[src/rtl/ccc_reconfig_pkg.sv]
// Shared types for the CCC/PLL dynamic reconfiguration sequencer.
package ccc_reconfig_pkg;

    typedef enum logic [2:0] {
        IDLE, PRST, SETUP, ACCESS, RELEASE, WAIT_LOCK, FIN
    } state_e;

    localparam logic [1:0] ERR_OK      = 2'b00;
    localparam logic [1:0] ERR_SLVERR  = 2'b01;
    localparam logic [1:0] ERR_TIMEOUT = 2'b10;
    localparam logic [1:0] ERR_NOLOCK  = 2'b11;

    function automatic int max3(input int a, input int b, input int c);
        int m;
        m = (a > b) ? a : b;
        return (m > c) ? m : c;
    endfunction

endpackage

[src/rtl/ccc_sync2.sv]
// Two-flop synchronizer with asynchronous active-high reset.
module ccc_sync2 (
    input  logic clk_i,
    input  logic rst_i,
    input  logic d_i,
    output logic q_o
);
    logic meta_q, sync_q;

    always_ff @(posedge clk_i or posedge rst_i) begin
        if (rst_i) begin
            meta_q <= 1'b0;
            sync_q <= 1'b0;
        end else begin
            meta_q <= d_i;
            sync_q <= meta_q;
        end
    end

    assign q_o = sync_q;
endmodule

[src/rtl/ccc_reconfig_ctrl.sv]
// APB write sequencer: holds the PLL in reset, burst-writes a shadow config
// image into a CCCDYN-style slave, releases reset and waits for lock.
module ccc_reconfig_ctrl
    import ccc_reconfig_pkg::*;
#(
    parameter int         NUM_REGS     = 8,
    parameter logic [5:0] BASE_ADDR    = 6'h00,
    parameter int         RST_CYCLES   = 16,
    parameter int         APB_TIMEOUT  = 64,
    parameter int         LOCK_TIMEOUT = 65535
) (
    input  logic       APB_S_PCLK,
    input  logic       APB_S_PRESET,
    input  logic       CFG_WE,
    input  logic [5:0] CFG_ADDR,
    input  logic [7:0] CFG_WDATA,
    input  logic       START,
    input  logic       CCC_BUSY,
    input  logic       LOCK,
    output logic       APB_M_PSEL,
    output logic       APB_M_PENABLE,
    output logic       APB_M_PWRITE,
    output logic [5:0] APB_M_PADDR,
    output logic [7:0] APB_M_PWDATA,
    input  logic       APB_M_PREADY,
    input  logic       APB_M_PSLVERR,
    output logic       PLL_ARST_N,
    output logic       ACTIVE,
    output logic       DONE,
    output logic [1:0] ERR,
    output logic       LOCKED
);
    localparam int IDX_W = (NUM_REGS > 1) ? $clog2(NUM_REGS) : 1;
    localparam int DEPTH = 1 << IDX_W;
    localparam int CNT_W = max3($clog2(RST_CYCLES + 1), $clog2(APB_TIMEOUT + 1),
                                $clog2(LOCK_TIMEOUT + 1));

    state_e             state_q;
    logic [IDX_W-1:0]   idx_q, idx_d;
    logic [CNT_W-1:0]   cnt_q;
    logic               psel_q, penable_q, pwrite_q;
    logic [5:0]         paddr_q;
    logic [7:0]         pwdata_q;
    logic               arst_n_q, active_q, done_q;
    logic [1:0]         err_q;
    logic [7:0]         shadow_q [DEPTH];
    logic               locked;
    logic               fin_d;
    logic [1:0]         fin_err_d;

    ccc_sync2 u_lock_sync (
        .clk_i (APB_S_PCLK),
        .rst_i (APB_S_PRESET),
        .d_i   (LOCK),
        .q_o   (locked)
    );

    // The image may only change while no sequence is reading it.
    always_ff @(posedge APB_S_PCLK or posedge APB_S_PRESET) begin
        if (APB_S_PRESET) begin
            for (int i = 0; i < DEPTH; i++) shadow_q[i] <= '0;
        end else if (CFG_WE && state_q == IDLE && ({1'b0, CFG_ADDR} < 7'(NUM_REGS))) begin
            shadow_q[CFG_ADDR[IDX_W-1:0]] <= CFG_WDATA;
        end
    end

    assign idx_d = idx_q + 1'b1;

    // Every termination path (error or lock) funnels through FIN.
    always_comb begin
        fin_d     = 1'b0;
        fin_err_d = ERR_OK;
        case (state_q)
            ACCESS: begin
                if (APB_M_PREADY && APB_M_PSLVERR) begin
                    fin_d     = 1'b1;
                    fin_err_d = ERR_SLVERR;
                end else if (!APB_M_PREADY && cnt_q == CNT_W'(APB_TIMEOUT - 1)) begin
                    fin_d     = 1'b1;
                    fin_err_d = ERR_TIMEOUT;
                end
            end
            WAIT_LOCK: begin
                if (locked) begin
                    fin_d = 1'b1;
                end else if (cnt_q == CNT_W'(LOCK_TIMEOUT - 1)) begin
                    fin_d     = 1'b1;
                    fin_err_d = ERR_NOLOCK;
                end
            end
            default: ;
        endcase
    end

    always_ff @(posedge APB_S_PCLK or posedge APB_S_PRESET) begin
        if (APB_S_PRESET) begin
            state_q   <= IDLE;
            idx_q     <= '0;
            cnt_q     <= '0;
            psel_q    <= 1'b0;
            penable_q <= 1'b0;
            pwrite_q  <= 1'b0;
            paddr_q   <= '0;
            pwdata_q  <= '0;
            arst_n_q  <= 1'b1;
            active_q  <= 1'b0;
            done_q    <= 1'b0;
            err_q     <= ERR_OK;
        end else begin
            done_q <= 1'b0;
            if (fin_d) begin
                state_q   <= FIN;
                err_q     <= fin_err_d;
                done_q    <= 1'b1;
                psel_q    <= 1'b0;
                penable_q <= 1'b0;
                pwrite_q  <= 1'b0;
                paddr_q   <= '0;
                pwdata_q  <= '0;
                arst_n_q  <= 1'b1;
            end else begin
                case (state_q)
                    IDLE: begin
                        if (START && !CCC_BUSY) begin
                            state_q  <= PRST;
                            err_q    <= ERR_OK;
                            idx_q    <= '0;
                            cnt_q    <= '0;
                            arst_n_q <= 1'b0;
                            active_q <= 1'b1;
                        end
                    end
                    PRST: begin
                        if (cnt_q == CNT_W'(RST_CYCLES - 1)) begin
                            state_q  <= SETUP;
                            cnt_q    <= '0;
                            psel_q   <= 1'b1;
                            pwrite_q <= 1'b1;
                            paddr_q  <= BASE_ADDR + 6'(idx_q);
                            pwdata_q <= shadow_q[idx_q];
                        end else begin
                            cnt_q <= cnt_q + 1'b1;
                        end
                    end
                    SETUP: begin
                        state_q   <= ACCESS;
                        penable_q <= 1'b1;
                        cnt_q     <= '0;
                    end
                    ACCESS: begin
                        // cnt_q counts PREADY-low cycles of the current access
                        if (APB_M_PREADY) begin
                            cnt_q <= '0;
                            if (idx_q == IDX_W'(NUM_REGS - 1)) begin
                                state_q   <= RELEASE;
                                psel_q    <= 1'b0;
                                penable_q <= 1'b0;
                                pwrite_q  <= 1'b0;
                                paddr_q   <= '0;
                                pwdata_q  <= '0;
                                arst_n_q  <= 1'b1;
                            end else begin
                                state_q   <= SETUP;
                                idx_q     <= idx_d;
                                penable_q <= 1'b0;
                                paddr_q   <= BASE_ADDR + 6'(idx_d);
                                pwdata_q  <= shadow_q[idx_d];
                            end
                        end else begin
                            cnt_q <= cnt_q + 1'b1;
                        end
                    end
                    RELEASE: begin
                        state_q <= WAIT_LOCK;
                        cnt_q   <= '0;
                    end
                    WAIT_LOCK: cnt_q <= cnt_q + 1'b1;
                    FIN: begin
                        state_q  <= IDLE;
                        active_q <= 1'b0;
                    end
                    default: state_q <= IDLE;
                endcase
            end
        end
    end

    assign APB_M_PSEL    = psel_q;
    assign APB_M_PENABLE = penable_q;
    assign APB_M_PWRITE  = pwrite_q;
    assign APB_M_PADDR   = paddr_q;
    assign APB_M_PWDATA  = pwdata_q;
    assign PLL_ARST_N    = arst_n_q;
    assign ACTIVE        = active_q;
    assign DONE          = done_q;
    assign ERR           = err_q;
    assign LOCKED        = locked;
endmodule

[config.mk]
export PLATFORM = sky130hd
export DESIGN_NAME = ccc_reconfig_ctrl
export DESIGN_NICKNAME = d
export VERILOG_FILES = /design/src/rtl/ccc_reconfig_pkg.sv /design/src/rtl/ccc_sync2.sv /design/src/rtl/ccc_reconfig_ctrl.sv
export SDC_FILE = /design/constraint.sdc
export NUM_CORES = 1
export LEC_CHECK = 0
export BUFFER_PORTS_ARGS = -buffer_cell sky130_fd_sc_hd__buf_2
export CAP_MARGIN = 20
export CORE_AREA = 2 2 118 120
export CTS_CLUSTER_SIZE = 10
export DETAILED_ROUTE_END_ITERATION = 16
export DIE_AREA = 0 0 120 122
export REMOVE_ABC_BUFFERS = 1
export SYNTH_ARGS = -nofsm -noshare
export SYNTH_HDL_FRONTEND = slang
export SYNTH_SLANG_ARGS = --single-unit
[constraint.sdc]
create_clock -name APB_S_PCLK -period 6.2 [get_ports APB_S_PCLK]
set_input_delay 1.55 -clock APB_S_PCLK [delete_from_list [all_inputs] [get_ports APB_S_PCLK]]
set_output_delay 1.55 -clock APB_S_PCLK [all_outputs]
set_load 0.02 [all_outputs]
==> results of run 1 <==
[worst max path at each step]
stage / slack [ns] / to / start / depth (start not counted)
floorplan: 1.86 / ACTIVE / APB_S_PRESET / 1
global placement: 2.75 / shadow_q[63] / CFG_ADDR[5] / 5
detailed placement: 2.76 / shadow_q[58] / CFG_ADDR[5] / 5
CTS: 3.14 / APB_M_PWDATA[1] / idx_q[0] / 6
global route: 2.94 / APB_M_PWDATA[7] / idx_q[0] / 6
finish: 3.12 / shadow_q[43] / CFG_ADDR[5] / 5
[registers in the layout (all words and copies together), names as in the netlist]
signal and flops:
ACTIVE 1, APB_M_PADDR 3, APB_M_PENABLE 1, APB_M_PWDATA 8, APB_M_PWRITE 1, DONE 1, ERR 2, PLL_ARST_N 1
cnt_q 16, idx_q 3, shadow_q 64, state_q 3, u_lock_sync.meta_q 1, u_lock_sync.q_o 1
[area by class of cell]
cell class | count | share of cell area
multi-input cells | 323 | 0.464
flip-flops and latches | 106 | 0.414
clock buffers | 9 | 0.0351
well taps | 180 | 0.0351
repair buffers | 43 | 0.0343
clock inverters | 7 | 0.00956
inverters | 12 | 0.00742
[layout by cell type, fill, tap and decap left out, types with 3 or more instances in the layout]
cell | Yosys | routed
a211oi_1 | 7 | 7
a21oi_1 | 6 | 6
a221o_1 | 4 | 4
and3_1 | 6 | 6
and4_1 | 3 | 3
buf_2 | 10 | 41
clkbuf_16 | 0 | 9
clkinvlp_4 | 0 | 3
conb_1 | 1 | 3
dfrtp_1 | 105 | 104
ha_1 | 4 | 4
inv_1 | 11 | 10
inv_8 | 0 | 3
mux2_2 | 65 | 65
mux2i_1 | 16 | 16
mux4_2 | 32 | 32
nand2_1 | 17 | 17
nand3_1 | 11 | 11
nand3b_2 | 3 | 3
nand4_1 | 8 | 8
nor2_1 | 33 | 33
nor3_1 | 15 | 15
nor3b_1 | 4 | 4
nor4_1 | 3 | 3
o211ai_1 | 7 | 7
o21ai_0 | 16 | 16
o22ai_1 | 9 | 9
or3_1 | 4 | 4
[per-layer routing]
metal,vias up,share of wire,GRT usage
met5,-,0,0
met4,0,0.013,0.0721
met3,12,0.059,0.0618
met2,93,0.47,0.305
met1,2042,0.46,0.258
li1,1840,-,-
[kinds of logic after synthesis]
logic type	after synthesis	synth area share
adders and majority gates	4	0.00855
DFF	106	0.453
muxes	113	0.275
buffers and inverters	45	0.0399
other	1	0.000640
AOI/OAI and AO/OA	71	0.0865
and+or+nand+nor	132	0.136
[power by group through the flow]
stage          Clock, mW  Combinational, mW  Sequential [mW]
3_3_place_gp           0              0.809            0.988
6_report           0.561              0.814            0.981
3_5_place_dp           0              0.820            0.998
5_1_grt            0.602              0.884             1.01
4_1_cts            0.576              0.820            0.984
2_1_floorplan          0              0.535             1.02
[per-stage QoR]
step                std cells  total power, mW  instance area, sq um
floorplan                 441             1.56                  5680
detailed placement        664             1.82                  6120
finish                    680             2.36                  6410
CTS                       680             2.38                  6410
global route              680             2.50                  6410
global placement          664             1.80                  6120
==> impl_metrics.json, run 1 <==
{
  "status": "finished, final reports clean",
  "seqPwrFrac": 0.416,
  "cts_hold_buf": 0,
  "hold_slack_ns": 0.349,
  "drtPass1Iterations": 5,
  "insertion_delay_ns": 0.36,
  "core_sq_um": 13500,
  "grt_pass1_vias": 4038,
  "hold_path_class": "flip-flop to flip-flop",
  "synthArstFlopShare": 1.00,
  "critical-path-max-stage-delay_ns": 0.59,
  "drc": 0,
  "die_x_microns": 120,
  "dieArea_sq_um": 14600,
  "cp_cell_sequence": "buf_2, nor3b_1, nand3b_2, nor3b_4, mux2_2",
  "clock-sinks": 106,
  "place_ws_ns": 2.76,
  "avgViaCountPerCell": 5.86,
  "nFillCells": 1236,
  "io_buffers": 41,
  "arrival_ns": 3.34,
  "vias": 3987,
  "boundaryPins": 45,
  "cp-start-kind": "primary input",
  "clkPwrFrac": 0.238,
  "ant_nets": 0,
  "h-tree-depth": 3,
  "drtIter0Drc": 190,
  "synth_seq_area_share": 0.453,
  "min_path_cells": 0,
  "synth_edf_count": 0,
  "dp_hpwl_microns": 9040,
  "fin_util": 0.475,
  "slew_violations": 0,
  "die_h_microns": 122,
  "switching_share": 0.385,
  "synth_warnings": 0,
  "grt_start_max_net_pins": 61,
  "rsz0062_at_grt": "no",
  "crit_buf_inv": 1,
  "postCtsResizedCells": 0,
  "wirelength_microns": 13400,
  "path_delay_family": "simple AND/OR/NAND/NOR gates",
  "r2r_setup_slack_ns": 3.19,
  "cap_violations": 0,
  "clkTransAtPathRegs_ns": 0.07,
  "wl_per_cell_microns": 19.8,
  "worstHoldStart": "u_lock_sync.meta_q",
  "crit_type": "primary input to flip-flop",
  "finalSetupTns_ns": 0,
  "p_sw_mw": 0.906,
  "critical_path.max_fanout": 8,
  "n_antenna_cell": 0,
  "ys.flop_type": "dfrtp_1",
  "syn_to_final_growth_pct": 9.46,
  "cts.path.max_buffers": 2,
  "grt-ovfl-total": 0,
  "slew_headroom": 0.333,
  "netlist_instances": 472,
  "required_ns": 6.45,
  "rows": 43,
  "syn_avg_cell_area_sq_um": 12.4,
  "synth.most_common_cell": "dfrtp_1",
  "cts_buffers": 9,
  "post-synth-top-area-cell": "dfrtp_1",
  "fin_skew_ns": 0.0120,
  "fmax_mhz": 324,
  "synth_cell_types": 66,
  "crit_path_top_delay_cell": "nor3b_4",
  "regArea_sq_um": 2660,
  "setup_slack_ns": 3.12,
  "grt_first_pass_wirelength_microns": 21700,
  "netlist_area_sq_um": 5860,
  "post_cts_buffers": 0,
  "ir_drop_uv": 183,
  "multi_input_area_sq_um": 2980,
  "intPower_mw": 1.45,
  "root_buffer": "clkbuf_16",
  "synth_common_cells": "dfrtp_1, mux2_2, nor2_1",
  "synth_top_area_share": 0.449,
  "layout_worst_path_cycle_share": 0.497,
  "antenna_found_initial": 0,
  "combPwrFrac": 0.346,
  "endpoint_kind": "flip-flop",
  "ys_top_cells_by_area": "dfrtp_1, mux2_2, mux4_2",
  "layout.nets": 521,
  "holdPathEnd": "u_lock_sync.q_o",
  "p_per_area_nw_per_um2": 367,
  "r2r_end": "APB_M_PWDATA[7]",
  "ys_ff_latch": 106,
  "r2r-start": "idx_q[0]",
  "place_congestion": 0.837,
  "grt_usage": 0.196,
  "r2r.worst_path.cells": 6,
  "drive_gt1_frac": 0.366,
  "period_minus_slack_ns": 3.08,
  "hold_viol": 0,
  "cts_tree": "yes",
  "setup-violations-final": 0,
  "worst_pin_slew_ns": 1.00,
  "leakage_nw": 2.88,
  "initial_core_util": 0.434
}
Power figures use the tool's default switching activity.
==> run 2: changes to the inputs <==
ABC_AREA = 1   (was default)
CORE_AREA = 2 2 121 123   (was 2 2 118 120)
DIE_AREA = 0 0 123 125   (was 0 0 120 122)
clock period = 2.6 ns   (was 6.2 ns; I/O delays follow)
==> impl_metrics.json, run 2 <==
{
  "intPower_mw": 3.41,
  "dp_hpwl_microns": 11700,
  "netlist_instances": 866,
  "switching_share": 0.437,
  "root_buffer": "clkbuf_16",
  "cts.path.max_buffers": 2,
  "combPwrFrac": 0.428,
  "leakage_nw": 3.33,
  "drc": 0,
  "post-synth-top-area-cell": "dfrtp_1",
  "synthMuxAreaShare": 0,
  "drtIter0Drc": 501,
  "largest_reg_flops": 64,
  "worst_pin_slew_ns": 1.06,
  "layout.nets": 925,
  "ir_drop_uv": 429,
  "largest_register": "shadow_q",
  "cts_buffers": 9,
  "setup_slack_ns": 0.398,
  "p_sw_mw": 2.65,
  "seqPwrFrac": 0.351,
  "ys_ff_latch": 106,
  "synth.most_common_cell": "nand2_1",
  "final_common_cell": "nand2_1",
  "final_cell_mix": "nand2_1, o21ai_0, dfrtp_1",
  "syn_avg_cell_area_sq_um": 7.16,
  "grt_pass1_vias": 5426,
  "period_minus_slack_ns": 2.20,
  "clkTransAtPathRegs_ns": 0.07,
  "grt_start_max_net_pins": 61,
  "clkPwrFrac": 0.221,
  "arrival_ns": 2.49,
  "place_ws_ns": 0.195,
  "p_per_area_nw_per_um2": 876,
  "synth_common_cells": "nand2_1, o21ai_0, dfrtp_1",
  "hold_path_class": "flip-flop to flip-flop",
  "wirelength_microns": 17300,
  "boundaryPins": 45,
  "n_antenna_cell": 0,
  "post_cts_buffers": 0,
  "synthXorXnorAreaFrac": 0.00565,
  "status": "finished, final reports clean",
  "critical_path.max_fanout": 9,
  "cts_tree": "yes",
  "drive_gt1_frac": 0.108,
  "layout_worst_path_cycle_share": 0.847,
  "synth_top_family_by_area": "simple AND/OR/NAND/NOR gates",
  "syn_to_final_growth_pct": 11.6,
  "vias": 5851,
  "slew_violations": 0,
  "insertion_delay_ns": 0.36,
  "hold_viol": 0,
  "synth-simple-area-share": 0.303,
  "synth_warnings": 0,
  "clock-sinks": 106,
  "synth_cell_types": 37,
  "h-tree-depth": 3,
  "wl_per_cell_microns": 15.9,
  "synth_adder_area_share": 0.00807,
  "place_congestion": 0.850,
  "synth_top_area_share": 0.424,
  "drtPass1Iterations": 5,
  "ys.flop_type": "dfrtp_1",
  "grt_usage": 0.238,
  "slew_headroom": 0.292,
  "grt_first_pass_wirelength_microns": 28600,
  "rows": 44,
  "rsz0062_at_grt": "no",
  "setup-violations-final": 0,
  "cap_violations": 0,
  "io_buffers": 41,
  "synth_edf_count": 0,
  "die_h_microns": 125,
  "grt-ovfl-total": 0,
  "r2r_setup_slack_ns": 0.40,
  "netlist_area_sq_um": 6200,
  "endpoint_kind": "flip-flop",
  "fmax_mhz": 454,
  "final_area_sq_um": 6920,
  "ant_nets": 0,
  "cp-start-kind": "flip-flop",
  "avgViaCountPerCell": 5.38,
  "crit_type": "flip-flop to flip-flop",
  "required_ns": 2.89,
  "fin_skew_ns": 0.0100,
  "initial_core_util": 0.436,
  "synth_compound_area_frac": 0.165,
  "antenna_found_initial": 0,
  "hold_slack_ns": 0.350,
  "dieArea_sq_um": 15400,
  "ys_top_cells_by_area": "dfrtp_1, nand2_1, o21ai_0",
  "die_x_microns": 123,
  "synth_seq_area_share": 0.428,
  "dpl_cell_area_sq_um": 6630,
  "core_sq_um": 14200,
  "synthArstFlopShare": 1.00
}
-- run 2: logic make-up (layout without fill, tap and decap cells) --
kind of cell | count (synthesis) | after routing
AO/OA/AOI/OAI | 194 | 194
XOR/XNOR | 4 | 4
adder cells (fa/ha/maj) | 4 | 4
buffers and inverters | 133 | 169
flip-flops | 106 | 106
other | 1 | 3
AND/OR/NAND/NOR | 424 | 424
-- run 2: worst paths after layout --
check	end	cells past startpoint	startpoint
min in group asynchronous	cnt_q[5]	2	APB_S_PRESET
setup / recovery	APB_M_PADDR[2]	9	cnt_q[0]
hold / removal	u_lock_sync.q_o	0	u_lock_sync.meta_q
hold reg to reg	u_lock_sync.q_o	0	u_lock_sync.meta_q
setup reg to reg	APB_M_PADDR[2]	9	cnt_q[0]
max in group asynchronous	shadow_q[38]	3	APB_S_PRESET
-- run 2: layout make-up --
cell class	instances	area, sq um
multi-input combinational	629	3000
sequential	106	2660
inverter	88	335
fill	1470	7280
timing repair buffer	65	410
clock buffer	11	243
tap	184	230
clock inverter	5	42.5
-- run 2: power groups by stage --
stage               clock (mW)  combinational [mW]  sequential [mW]
global placement             0                2.58             2.15
floorplan                    0                1.56             2.30
detailed placement           0                2.57             2.15
global route              1.44                2.94             2.16
finish                    1.34                2.60             2.13
CTS                       1.37                2.59             2.12
-- run 2: worst max-delay path, stage by stage, from the launching register on --
cell and delay [ns]:
dfrtp_1 0.42, ha_1 0.27, nand3_2 0.18, nor2_1 0.15, nand4_1 0.11, nand2_1 0.09, nand3_1 0.17, nor2_2 0.46
o21ai_0 0.18, nand2_1 0.10
-- run 2: per-layer routing --
| layer | track usage | share of wire | up-vias | routed length, microns |
|---|---|---|---|---|
| li1 | - | - | 2949 | - |
| met1 | 0.358 | 0.50 | 2706 | 8650 |
| met2 | 0.349 | 0.42 | 182 | 7350 |
| met3 | 0.0388 | 0.064 | 14 | 1110 |
| met4 | 0.0742 | 0.012 | 0 | 210 |
| met5 | 0 | 0 | - | 0 |
-- run 2: timing repair --
item	CTS	global route
hold buffers	0	0
endpoints found under the setup margin	0	11
gates resized for setup	0	1
-- run 2: through the flow --
stage	instances	TNS, ns	util	total power, mW
6_report	1088	0	0.487	6.06
5_1_grt	1088	0	0.487	6.54
3_3_place_gp	1072	0	0.467	4.73
2_1_floorplan	823	-93.74	-	3.85
4_1_cts	1088	0	0.487	6.08
3_5_place_dp	1072	0	0.467	4.72
